**config.mk**
```make
export PLATFORM = sky130hd
export DESIGN_NAME = reg_bank_pipe
export DESIGN_NICKNAME = d
export VERILOG_FILES = /design/src/rtl/reg_bank_pkg.sv /design/src/rtl/reg_bank_pipe_stage.sv /design/src/rtl/reg_bank_pipe.sv
export SDC_FILE = /design/constraint.sdc
export NUM_CORES = 1
export LEC_CHECK = 0
export CORE_MARGIN = 2
export CORE_UTILIZATION = 40
export CTS_BUF_LIST = sky130_fd_sc_hd__clkbuf_4 sky130_fd_sc_hd__clkbuf_8 sky130_fd_sc_hd__clkbuf_16
export DETAILED_ROUTE_END_ITERATION = 10
export PLACE_DENSITY_LB_ADDON = 0.08
export SKIP_CTS_REPAIR_TIMING = 1
export SYNTH_ARGS = -nofsm -noshare
export SYNTH_HDL_FRONTEND = slang
export SYNTH_HIERARCHICAL = 1
export SYNTH_SLANG_ARGS = --single-unit
export TNS_END_PERCENT = 100
```
**constraint.sdc**
```tcl
create_clock -name clk -period 3.8 [get_ports clk]
set_clock_uncertainty 0.05 [all_clocks]
set_input_delay 0.57 -clock clk [delete_from_list [all_inputs] [get_ports clk]]
set_output_delay 0.57 -clock clk [all_outputs]
set_load 0.02 [all_outputs]
```
**src/rtl/reg_bank_pkg.sv**
```systemverilog
// Shared constants and helpers for the operand register bank and its read pipeline.
package reg_bank_pkg;

    localparam int DEF_DATA_WIDTH = 32;
    localparam int DEF_NUM_REGS   = 4;
    localparam int DEF_PIPE_DEPTH = 2;

    // A single-register bank still needs a one-bit address port.
    function automatic int addr_w(input int n);
        return (n > 1) ? $clog2(n) : 1;
    endfunction

    function automatic logic in_range(input int unsigned addr, input int unsigned n);
        return addr < n;
    endfunction

endpackage

```
**src/rtl/reg_bank_pipe_stage.sv**
```systemverilog
// One valid/data slot of the read pipeline; accepts when empty or when downstream drains.
module pipe_stage
    import reg_bank_pkg::*;
#(
    parameter int DATA_WIDTH = DEF_DATA_WIDTH
) (
    input  logic                  clk,
    input  logic                  reset,
    input  logic                  up_valid,
    input  logic [DATA_WIDTH-1:0] up_data,
    input  logic                  down_accept,
    input  logic                  flush,
    output logic                  up_accept,
    output logic                  v,
    output logic [DATA_WIDTH-1:0] data
);

    assign up_accept = !v || down_accept;

    // Data only moves with a valid token so an idle output keeps its last value.
    always_ff @(posedge clk or posedge reset) begin
        if (reset) begin
            v    <= 1'b0;
            data <= '0;
        end else begin
            if (flush) begin
                v <= 1'b0;
            end else if (up_accept) begin
                v <= up_valid;
            end
            if (up_accept && up_valid && !flush) begin
                data <= up_data;
            end
        end
    end

endmodule

```
**src/rtl/reg_bank_pipe.sv**
```systemverilog
// Addressable operand register bank with write-first read bypass feeding a
// bubble-collapsing read pipeline with valid/ready output and flush.
module reg_bank_pipe
    import reg_bank_pkg::*;
#(
    parameter int DATA_WIDTH = DEF_DATA_WIDTH,
    parameter int NUM_REGS   = DEF_NUM_REGS,
    parameter int PIPE_DEPTH = DEF_PIPE_DEPTH
) (
    input  logic                              clk,
    input  logic                              reset,
    input  logic                              load,
    input  logic [addr_w(NUM_REGS)-1:0]       load_addr,
    input  logic [DATA_WIDTH-1:0]             data_in,
    input  logic                              rd_valid,
    input  logic [addr_w(NUM_REGS)-1:0]       rd_addr,
    output logic                              rd_ready,
    input  logic                              flush,
    output logic [DATA_WIDTH-1:0]             data_out,
    output logic                              out_valid,
    input  logic                              out_ready,
    output logic [$clog2(PIPE_DEPTH+1)-1:0]   occupancy
);

    localparam int OCC_W = $clog2(PIPE_DEPTH + 1);

    logic [DATA_WIDTH-1:0] regs [NUM_REGS];
    logic                  load_ok;
    logic                  rd_ok;
    logic [DATA_WIDTH-1:0] rd_data;

    logic [PIPE_DEPTH-1:0] stg_v;
    logic [DATA_WIDTH-1:0] stg_data [PIPE_DEPTH];

    assign load_ok = in_range(32'(load_addr), NUM_REGS);
    assign rd_ok   = in_range(32'(rd_addr), NUM_REGS);

    always_ff @(posedge clk or posedge reset) begin
        if (reset) begin
            for (int i = 0; i < NUM_REGS; i++) begin
                regs[i] <= '0;
            end
        end else if (load && load_ok) begin
            regs[load_addr] <= data_in;
        end
    end

    // Write-first: a same-cycle write to the read address is visible to the read.
    always_comb begin
        rd_data = '0;
        if (rd_ok) begin
            if (load && (load_addr == rd_addr)) begin
                rd_data = data_in;
            end else begin
                rd_data = regs[rd_addr];
            end
        end
    end

    // Each stage keeps its own accept net so the ready chain is a plain ripple.
    for (genvar i = 0; i < PIPE_DEPTH; i++) begin : g_stage
        logic                  acc;
        logic                  up_v;
        logic [DATA_WIDTH-1:0] up_d;
        logic                  dn_acc;

        if (i == 0) begin : g_first
            assign up_v = rd_valid;
            assign up_d = rd_data;
        end else begin : g_next
            assign up_v = stg_v[i-1];
            assign up_d = stg_data[i-1];
        end

        if (i == PIPE_DEPTH - 1) begin : g_last
            assign dn_acc = out_ready;
        end else begin : g_inner
            assign dn_acc = g_stage[i+1].acc;
        end

        pipe_stage #(
            .DATA_WIDTH (DATA_WIDTH)
        ) u_stage (
            .clk         (clk),
            .reset       (reset),
            .up_valid    (up_v),
            .up_data     (up_d),
            .down_accept (dn_acc),
            .flush       (flush),
            .up_accept   (acc),
            .v           (stg_v[i]),
            .data        (stg_data[i])
        );
    end

    assign rd_ready  = g_stage[0].acc && !flush;
    assign data_out  = stg_data[PIPE_DEPTH-1];
    assign out_valid = stg_v[PIPE_DEPTH-1];

    always_comb begin
        occupancy = '0;
        for (int i = 0; i < PIPE_DEPTH; i++) begin
            occupancy = occupancy + OCC_W'(stg_v[i]);
        end
    end

endmodule

```
==> results.cfg <==
[finish]
n_antenna_cell = 0
area_growth_pct = 18.44
mostFrequentLayoutCells = mux2_2, dfrtp_1, clkdlybuf4s50_1
final_layout_size_suffix_gt1_share_pct = 52.03
finalNetCount = 623
layout.cells.non_filler = 865
final_util_pct = 48.45
final_common_cell = mux2_2

[clock_network]
cts_root_buf = clkbuf_16
cts_tree = yes
clk_pin_slew_worst_paths_ns = 0.07
cts_buffers = 17
htreeDepth = 4
cts.path.max_buffers = 2
clock_sinks = 194
insertion_delay_ns = 0.43

[power]
ir_drop_v = 0.0002945
p_leak_nw = 4.297
power.total_mw = 6.272
powerDensity_nw_per_um2 = 614.0

[worst_setup_path]
critPathKind = in2out
worstPathRequired_ns = 3.18
cp_slowest_stage_delay_ns = 0.54
end_kind = output pin
startpoint = out_ready
r2r_slack_ns = 1.89
crit_slowest_cell = clkdlybuf4s50_1
rr_startpoint = g_stage[1].u_stage/v$_DFFE_PP0P_
crit_path_start_kind = primary input
ff2ff_path_depth = 6
path_cells = clkdlybuf4s50_1 > nor2b_4 > inv_1 > nor2b_4 > inv_1 > nor2b_1 > clkdlybuf4s50_1
crit_end = rd_ready
worst-path-max-fanout = 3
critPathArrivalTime_ns = 2.13
timing.rr.end = g_stage[0].u_stage/data[30]$_DFFE_PP0P_

[floorplanning]
rows = 53
die_x_um = 150.9
die-height_um = 150.9
io_pins = 78
die_area_um2 = 22760
start_util_pct = 40.90
core_area_um2 = 21090

[global_routing]
antenna_found_initial = 0
grt_pass1_vias = 5085
grt_pass1_wl_mm = 29.28
grt.overflow.total = 0
grt_start_max_net_pins = 45
grt_use_total_pct = 17.34

[yosys]
ys_ff_latch = 194
synthCells = 501
netlist_area_um2 = 8626
yosys_warnings = 6
syn_avg_cell_area_um2 = 17.22
ys_seq_area_share_pct = 56.28
yosysUniqueCellTypes = 20
synth_fp_nets = 544

[placed_design]
placed_cells = 836
numPortBuffers = 77
place.gp.congestion = 0.6971
dp_hpwl_mm = 10.74

[route]
first_pass_iters = 4
wire_per_inst_um = 20.96
drt-initial-drc-count = 105
vias = 4558
routed_wirelength_mm = 18.13
antenna_left = 0
viasPerCell = 5.269
drc = 0

[timing]
rsz0062_at_grt = no
worst_pin_slew_ns = 1.078
setup_tns_ns = 0
hold_ws_ns = 0.4492
maxClockFrequency_mhz = 363.4
hold_viol = 0
final.min_clock_period_ns = 2.752
setup_violations = 0
slew_headroom_pct = 27.99
fin_crit_sh_pct = 72.41
slew_violations = 0

[worst_hold_path]
hold_class = reg2reg

[outcome]
status = complete, no violations

[flow_run]
drv_cap = 0
sequential cells by signal, indices dropped and copies added (netlist names):
| name | count |
|---|---|
| g_stage.u_stage/data | 64 |
| g_stage.u_stage/v | 2 |
| regs | 128 |
logic make-up after synthesis:
kind of cell / after synthesis / synth area share (%)
xor+xnor: 2 / 0.2031
fa+ha+maj: 1 / 0.1450
buf+inv: 34 / 3.061
flops: 194 / 56.28
mux: 256 / 38.82
simple gates: 14 / 1.494
layer usage:
metal  routed length [um]  GRT usage, %  vias up
li1                     -             -     1995
met1                 8129         22.46     2480
met2                 9315         29.89       73
met3                  528         3.524       10
met4                  157         4.486        0
met5                    0             0        -
per-stage QoR:
| step | setup WS (ns) | instance area [um^2] |
|---|---|---|
| after floorplan | 1.599 | 8630 |
| after global placement | 0.8195 | 9628 |
| after detailed placement | 0.7515 | 9628 |
| after CTS | 1.044 | 10220 |
| after global routing | 0.9847 | 10220 |
| final | 1.048 | 10220 |
layout make-up:
type	count	area, um^2
tap	275	344.1
fill	1824	10870
multi-input combinational	273	3518
timing repair buffer	89	888.4
inverter	5	22.52
clock buffer	19	452.9
sequential	194	4855
clock inverter	10	135.1
worst min-delay path by stage:
stage,startpoint,to,slack (ns),cells past startpoint
global placement,regs[41]$_DFFE_PP0P_,regs[41]$_DFFE_PP0P_,0.43,1
global route,regs[63]$_DFFE_PP0P_,regs[63]$_DFFE_PP0P_,0.46,1
detailed placement,regs[28]$_DFFE_PP0P_,regs[28]$_DFFE_PP0P_,0.44,1
floorplan,regs[95]$_DFFE_PP0P_,regs[95]$_DFFE_PP0P_,0.42,1
finish,regs[73]$_DFFE_PP0P_,regs[73]$_DFFE_PP0P_,0.45,1
CTS,regs[25]$_DFFE_PP0P_,regs[25]$_DFFE_PP0P_,0.45,1
worst max-delay path, delay by kind of cell:
kind                   cells  cell delay [ns]
and+or+nand+nor            3             0.44
buffers and inverters      4             1.12
cells in the mapped netlist (all sizes together):
cell type | n | area, um^2
ha | 1 | 12.51
xnor2 | 2 | 17.52
buf | 29 | 245.2
nand3b | 2 | 15.01
nor2 | 4 | 15.01
nand3 | 2 | 15.01
mux4 | 32 | 728.2
nor3b | 3 | 50.05
nor2b | 3 | 33.79
dfrtp | 194 | 4855
mux2 | 224 | 2620
inv | 5 | 18.77
report_power, final:
part | internal (mW) | switching [mW] | leakage (nW)
Clock | 1.06 | 0.764 | 0.291
Combinational | 0.965 | 0.605 | 1.70
Sequential | 2.61 | 0.274 | 2.31
Note: power is estimated with default switching activity, not from simulation.
